[src/rtl/gpio_pkg.sv]
// Shared constants for the GPIO bus-side controller: register map indices,
// pin count and prescaler width.
package gpio_pkg;

  localparam int PIN_COUNT = 32;
  localparam int PRESC_W   = 16;
  localparam int ADDR_W    = 3;

  typedef enum logic [ADDR_W-1:0] {
    REG_DIR     = 3'd0,
    REG_OUT     = 3'd1,
    REG_IN      = 3'd2,
    REG_IEN     = 3'd3,
    REG_EDGE    = 3'd4,
    REG_PEND    = 3'd5,
    REG_PRESC   = 3'd6,
    REG_OUT_TGL = 3'd7
  } gpio_reg_e;

endpackage

[src/rtl/gpio_edge_sampler.sv]
// Prescaled input sampler: samples the GPIO input word on each prescaler tick
// and reports per-pin edge events against the previous sample.
module gpio_edge_sampler
  import gpio_pkg::*;
(
  input  logic                 i_Clk,
  input  logic                 i_rst_n,
  input  logic [PRESC_W-1:0]   presc,
  input  logic                 presc_wr,
  input  logic [PIN_COUNT-1:0] edge_sel,
  input  logic [PIN_COUNT-1:0] din,
  output logic [PIN_COUNT-1:0] evt
);

  logic [PRESC_W-1:0]   cnt;
  logic [PIN_COUNT-1:0] smp;
  logic                 valid;
  logic                 tick;

  assign tick = (cnt == presc);

  // Clearing on a PRESC write keeps a shrinking period from wrapping through 65535.
  always_ff @(posedge i_Clk) begin
    if (!i_rst_n) begin
      cnt <= '0;
    end else if (presc_wr || tick) begin
      cnt <= '0;
    end else begin
      cnt <= cnt + PRESC_W'(1);
    end
  end

  always_ff @(posedge i_Clk) begin
    if (!i_rst_n) begin
      smp   <= '0;
      valid <= 1'b0;
    end else if (tick) begin
      smp   <= din;
      valid <= 1'b1;
    end
  end

  // The first tick after reset only primes SMP, so pins already high raise nothing.
  always_comb begin
    evt = '0;
    if (tick && valid) begin
      evt = (edge_sel & din & ~smp) | (~edge_sel & ~din & smp);
    end
  end

endmodule

[src/rtl/gpio_irq_ctrl.sv]
// CPU-side register file for the 32-bit GPIO: write decode toward the GPIO,
// shadow readback, edge-pending latch and the level interrupt.
module gpio_irq_ctrl
  import gpio_pkg::*;
(
  input  logic                 i_Clk,
  input  logic                 i_rst_n,
  input  logic [ADDR_W-1:0]    i_Addr,
  input  logic [PIN_COUNT-1:0] i_WD,
  input  logic                 i_WE,
  output logic [PIN_COUNT-1:0] o_RD,
  output logic [PIN_COUNT-1:0] o_DD,
  output logic                 o_WER,
  output logic                 o_WEO,
  input  logic [PIN_COUNT-1:0] i_DIN,
  output logic                 o_Irq
);

  gpio_reg_e            reg_sel;
  logic [PIN_COUNT-1:0] dir_q;
  logic [PIN_COUNT-1:0] out_q;
  logic [PIN_COUNT-1:0] ien_q;
  logic [PIN_COUNT-1:0] edge_q;
  logic [PIN_COUNT-1:0] pend_q;
  logic [PRESC_W-1:0]   presc_q;
  logic                 irq_q;

  logic wr_dir, wr_out, wr_ien, wr_edge, wr_pend, wr_presc, wr_tgl;
  logic [PIN_COUNT-1:0] out_tgl;
  logic [PIN_COUNT-1:0] w1c_mask;
  logic [PIN_COUNT-1:0] evt;
  logic [PIN_COUNT-1:0] pend_next;

  assign reg_sel = gpio_reg_e'(i_Addr);

  always_comb begin
    wr_dir   = 1'b0;
    wr_out   = 1'b0;
    wr_ien   = 1'b0;
    wr_edge  = 1'b0;
    wr_pend  = 1'b0;
    wr_presc = 1'b0;
    wr_tgl   = 1'b0;
    if (i_WE) begin
      unique case (reg_sel)
        REG_DIR:     wr_dir   = 1'b1;
        REG_OUT:     wr_out   = 1'b1;
        REG_IN:      ;
        REG_IEN:     wr_ien   = 1'b1;
        REG_EDGE:    wr_edge  = 1'b1;
        REG_PEND:    wr_pend  = 1'b1;
        REG_PRESC:   wr_presc = 1'b1;
        REG_OUT_TGL: wr_tgl   = 1'b1;
        default:     ;
      endcase
    end
  end

  // Toggle uses the shadow, so back-to-back toggles see the first one's result.
  assign out_tgl = out_q ^ i_WD;
  assign o_DD    = wr_tgl ? out_tgl : i_WD;
  assign o_WER   = wr_dir;
  assign o_WEO   = wr_out | wr_tgl;

  gpio_edge_sampler u_sampler (
    .i_Clk    (i_Clk),
    .i_rst_n  (i_rst_n),
    .presc    (presc_q),
    .presc_wr (wr_presc),
    .edge_sel (edge_q),
    .din      (i_DIN),
    .evt      (evt)
  );

  // A new event on a bit wins over a W1C of that bit in the same cycle.
  assign w1c_mask  = wr_pend ? i_WD : '0;
  assign pend_next = (pend_q & ~w1c_mask) | evt;

  always_ff @(posedge i_Clk) begin
    if (!i_rst_n) begin
      dir_q   <= '0;
      out_q   <= '0;
      ien_q   <= '0;
      edge_q  <= '0;
      presc_q <= '0;
    end else begin
      if (wr_dir)   dir_q   <= i_WD;
      if (wr_out)   out_q   <= i_WD;
      if (wr_tgl)   out_q   <= out_tgl;
      if (wr_ien)   ien_q   <= i_WD;
      if (wr_edge)  edge_q  <= i_WD;
      if (wr_presc) presc_q <= i_WD[PRESC_W-1:0];
    end
  end

  always_ff @(posedge i_Clk) begin
    if (!i_rst_n) begin
      pend_q <= '0;
      irq_q  <= 1'b0;
    end else begin
      pend_q <= pend_next;
      irq_q  <= |(pend_q & ien_q);
    end
  end

  assign o_Irq = irq_q;

  always_comb begin
    o_RD = '0;
    unique case (reg_sel)
      REG_DIR:     o_RD = dir_q;
      REG_OUT:     o_RD = out_q;
      REG_IN:      o_RD = i_DIN;
      REG_IEN:     o_RD = ien_q;
      REG_EDGE:    o_RD = edge_q;
      REG_PEND:    o_RD = pend_q;
      REG_PRESC:   o_RD = PIN_COUNT'(presc_q);
      REG_OUT_TGL: o_RD = '0;
      default:     o_RD = '0;
    endcase
  end

endmodule
[config.mk]
export PLATFORM = sky130hd
export DESIGN_NAME = gpio_irq_ctrl
export DESIGN_NICKNAME = d
export VERILOG_FILES = /design/src/rtl/gpio_pkg.sv /design/src/rtl/gpio_edge_sampler.sv /design/src/rtl/gpio_irq_ctrl.sv
export SDC_FILE = /design/constraint.sdc
export NUM_CORES = 1
export LEC_CHECK = 0
export CORE_MARGIN = 4
export CORE_UTILIZATION = 42
export CTS_CLUSTER_DIAMETER = 80
export DETAILED_ROUTE_END_ITERATION = 10
export PLACE_DENSITY = 0.71
export SLEW_MARGIN = 20
export SYNTH_ARGS = -nofsm -noshare
export SYNTH_HDL_FRONTEND = slang
export SYNTH_HIERARCHICAL = 1
export SYNTH_SLANG_ARGS = --single-unit
[constraint.sdc]
create_clock -name i_Clk -period 3.6 [get_ports i_Clk]
set_clock_uncertainty 0.15 [all_clocks]
set_input_delay 0.54 -clock i_Clk [delete_from_list [all_inputs] [get_ports i_Clk]]
set_output_delay 0.54 -clock i_Clk [all_outputs]
set_load 0.05 [all_outputs]
After elaboration in Yosys (flattened, before gate mapping)
Index checks and enable logic that the tools add are counted.
- register bits: 226
- latch bits: 0
- memory bits (writable): 0
- bits in read-only memories: 0
- input port bits: 70
- output and inout port bits: 67
- memories kept: 0
- add/subtract/negate cells: 1
- $mul: 0
- divide/modulo/power cells: 0
- $lt $le $gt $ge: 0
- equality and inequality tests: 8
- shift operators: 0
- mux-type cells: 20
- bitwise gates (word level): 15
- reduce and logical (&&, ||, !) cells: 6
- operators by type and width (operator ; number):
    32-bit one-hot mux with 8 select lines ; 1
    32-bit bitwise AND ; 6
    32-bit 2-to-1 mux ; 5
    32-bit NOT ; 4
    32-bit bitwise OR ; 2
    32-bit OR reduction ; 1
    32-bit XOR ; 1
    16-bit by 1-bit adder with 16-bit output (second input constant) ; 1
    16-bit equality test ; 1
    1-bit 2-to-1 mux ; 14
    3-bit equality test (second input constant) ; 4
    3-bit by 2-bit equality test with 1-bit output (second input constant) ; 2
    3-bit by 1-bit equality test with 1-bit output (second input constant) ; 1
    3-bit logical NOT ; 1
    2-bit nonzero test ; 1
    2-bit OR reduction ; 1
    1-bit logical AND ; 1
    1-bit logical OR ; 1
    1-bit NOT ; 1
    1-bit bitwise OR ; 1

Depth between registers and ports, before layout
- depth after elaboration: 7
- mapped depth: 10

By module
Netlist, hierarchy kept.
- by module, submodules not included (module ; times used ; cells each ; area each (µm²)):
    gpio_irq_ctrl ; 1 ; 1061 ; 8692.1
    gpio_edge_sampler ; 1 ; 378 ; 3017.9

Worst setup path after synthesis
OpenSTA, ideal clock, no wires.
- kind: input-to-output
- start: input port i_Addr[1]
- end: output port o_RD[16]
- data arrival time: 2.266 ns
- data required time: 2.910 ns
- setup slack: 0.644 ns
- cell stages on the path: 8
- cell sequence: buf_6 nor2b_4 buf_6 nor2b_4 buf_6 buf_6 a22oi_1 a31oi_1
- cells in the longest elaborated chain, start to end: 2
- elaborated cells between the ends (all ways): 9
- RTL lines (what ; line ; text):
    start: declaration ; gpio_irq_ctrl.sv:8 ; input logic [ADDR_W-1:0] i_Addr,
    3-bit equality test (tied with other cells) ; gpio_irq_ctrl.sv:110 ; unique case (reg_sel)
    32-bit one-hot mux with 8 select lines (*) ; gpio_irq_ctrl.sv:110 ;
    end: declaration ; gpio_irq_ctrl.sv:11 ; output logic [PIN_COUNT-1:0] o_RD,
Mark *: on every way between the ends. The rest lies on a longest branch, timed or not.

Worst setup path after layout
- start: input port i_Addr[0]
- end: output port o_RD[5]
Same word-level chain as after synthesis.

==> impl_metrics.toml <==
[logic_synthesis]
synth_fp_nets = 1510
yosysSeqAreaShare = 0.386
yosys_warnings = 6
synth_edf_count = 0
ys_ff_latch = 226
yosysUniqueCellTypes = 50
synthFlopType = "dfxtp_1"
synth_fa_ha_area_frac = 0.00107
synth_compound_area_frac = 0.231
synth_top_family_by_area = "compound AO/OA/AOI/OAI gates"
yosys.area_share.simple = 0.216
synthCells = 1439
yosys.area_share.xor_xnor = 0.0464
synthMuxAreaShare = 0.0513
postSynth.asyncResetShare = 0
avgSynthCellArea_um2 = 8.14
netlist_area_um2 = 11700

[clock_tree]
clk_pin_slew_ns = 0.06
ctsResizeCount = 0
cts_tree = "done"
cts_hold_buffers = 0
clk_path_buf_depth = 3
clock_sink_count = 226
root_buffer = "clkbuf_16"
htreeDepth = 1
cts_setup_buffers = 0
clkLatencyLatePin_ns = 0.53
cts_buffers = 25

[timing]
min_period_over_period = 0.830
hold_ws_ns = 0.286
slew_violations = 0
hold_viol_final = 0
max-slew-margin-rel = 0.535
fin_setup_tns_ns = 0
clock.fmax_mhz = 335
rsz0062_at_grt = "false"
period_needed_ns = 2.99
worst_pin_slew_ns = 0.698
finalWorstSetupSlack_ns = 0.612
setup_viol = 0

[route]
routedWlPerCell_um = 19.7
drt_wl_total_um = 37900
drt_iter0_markers = 1281
vias = 10900
via_per_inst = 5.69
first_pass_iters = 6
route.detailed.drc = 0
antenna_left = 0

[hold_path]
whs_path_depth = 3
hp-class = "input port to flip-flop"
worstHoldStart = "i_rst_n"
hold_end = "u_sampler/smp[9]"

[pwr]
vdd_ir_drop_max_uv = 289
power.leakage_nw = 5.49
power_density_nw_per_um2 = 457

[setup_path]
r2r-end = "u_sampler/smp[20]"
max_stage_delay_ns = 0.49
critPathKind = "input port to primary output"
cp_data_required_time_ns = 2.91
cpMaxStageDelayCell = "a221oi_1"
worstPathMaxFanout = 28
r2r_slack_ns = 1.03
startpoint_type = "input port"
cp_top_family = "buffers and inverters"
r2r_cells = 5
endpoint_kind = "primary output"
r2r_start = "u_sampler/cnt[7]"
crit_chain = "buf_2 > buf_4 > inv_1 > a221oi_1 > nor2_1 > buf_12"
cp.arrival_ns = 2.30
cp.buffers_inverters = 4

[final_layout]
n_antenna_cell = 0
final_nets = 1603
nFillCells = 2498
final_common_cell = "nand2_1"
final_core_util = 0.541
drive_gt1_frac = 0.112
stdcell_count = 1921
syn2layout_area_growth_pct = 25.6
mostFrequentLayoutCells = "347 x nand2_1, 226 x dfxtp_1, 86 x a21oi_1, 84 x a21boi_0, 70 x buf_12"

[placed_design]
dp_slack_ns = 0.639
hpwl_um = 25600
place_inst = 1877
port_buffers = 136
gp_congestion = 0.907

[floorplan]
rows = 60
die_width_um = 175
io_pins = 137
die_y_um = 175
initial_core_util = 0.431
fp.dieArea_um2 = 30600
core_um2 = 27200

[global_route]
overflow = 0
grt_pass1_wl_um = 59600
grt_pass1_vias = 10600
antenna_found_initial = 3
grt_max_degree = 138
track_usage = 0.241

[job]
maxCapViolCount = 0

[status]
status = "complete, no violations"
[synthesized netlist by cell type, types with 24 or more instances]
| cell type | instances | share of area |
|---|---|---|
| a22oi_1 | 24 | 0.015 |
| o21a_1 | 32 | 0.021 |
| a21oi_1 | 86 | 0.037 |
| nor3b_1 | 33 | 0.021 |
| xor2_1 | 57 | 0.043 |
| clkbuf_1 | 50 | 0.016 |
| a21boi_1 | 61 | 0.039 |
| buf_2 | 27 | 0.012 |
| nand2_1 | 347 | 0.11 |
| dfxtp_1 | 226 | 0.39 |
| nor3_1 | 48 | 0.021 |
| nor2_1 | 39 | 0.013 |
| inv_1 | 37 | 0.012 |
| mux2i_1 | 60 | 0.051 |
| nor2b_1 | 37 | 0.020 |
| a21boi_0 | 84 | 0.054 |
[through the flow]
step,power [mW],instance area (um^2)
after floorplan,3.66,11700
after CTS,6.74,14700
after global routing,6.94,14700
after detailed placement,4.22,13900
final,6.72,14700
after global placement,4.20,13900
[power by group]
| part | internal, mW | total (mW) | switching [mW] |
|---|---|---|---|
| Sequential | 2.64 | 2.76 | 0.116 |
| Combinational | 0.586 | 1.42 | 0.835 |
| Clock | 1.49 | 2.54 | 1.05 |
| Total | 4.72 | 6.72 | 2.00 |
[state kept, by name (all words and copies together), names as in the netlist]
| register | count |
|---|---|
| presc_q | 16 |
| ien_q | 32 |
| edge_q | 32 |
| o_Irq | 1 |
| u_sampler/valid | 1 |
| u_sampler/cnt | 16 |
| u_sampler/smp | 32 |
| out_q | 32 |
| dir_q | 32 |
| pend_q | 32 |
[worst max-delay path by stage]
stage / start / to / slack (ns) / cells after the start
floorplan: i_Addr[1] / o_RD[16] / 0.64 / 8
global placement: i_Addr[2] / o_RD[14] / 0.63 / 7
detailed placement: i_Addr[1] / o_RD[29] / 0.64 / 7
CTS: i_Addr[1] / o_RD[29] / 0.63 / 7
global route: i_Addr[2] / o_RD[14] / 0.51 / 7
finish: i_Addr[0] / o_RD[5] / 0.61 / 6
[area by class of cell]
class                           count  area [um^2]  area share
Multi-Input combinational cell   1063         6400       0.435
Sequential cell                   226         4520       0.308
Timing Repair Buffer              177         2370       0.161
Clock buffer                       38          744      0.0506
Tap cell                          372          465      0.0316
Inverter                           39          146     0.00995
Clock inverter                      6         61.3     0.00417
[metal layers]
| layer | vias to the layer above | share of wire | routed length [um] | GRT usage |
|---|---|---|---|---|
| met5 | - | 0.00061 | 23 | 0 |
| met1 | 5205 | 0.42 | 15900 | 0.323 |
| met3 | 78 | 0.087 | 3280 | 0.0448 |
| met2 | 486 | 0.47 | 17700 | 0.397 |
| li1 | 5149 | - | - | - |
| met4 | 6 | 0.025 | 948 | 0.0687 |
[worst min-delay path, delay by kind of cell]
family | cells | cell delay (ns)
AND/OR/NAND/NOR | 1 | 0.11
buffers and inverters | 1 | 0.21
multiplexers | 1 | 0.06
[logic make-up (layout without fill, tap and decap cells)]
| logic type | Yosys count | count (layout) |
|---|---|---|
| AND/OR/NAND/NOR | 551 | 551 |
| AO/OA/AOI/OAI | 389 | 389 |
| flip-flops | 226 | 226 |
| buffers and inverters | 150 | 260 |
| XOR/XNOR | 62 | 62 |
| multiplexers | 60 | 60 |
| adder cells (fa/ha/maj) | 1 | 1 |
Note: power is estimated with default switching activity, not from simulation.
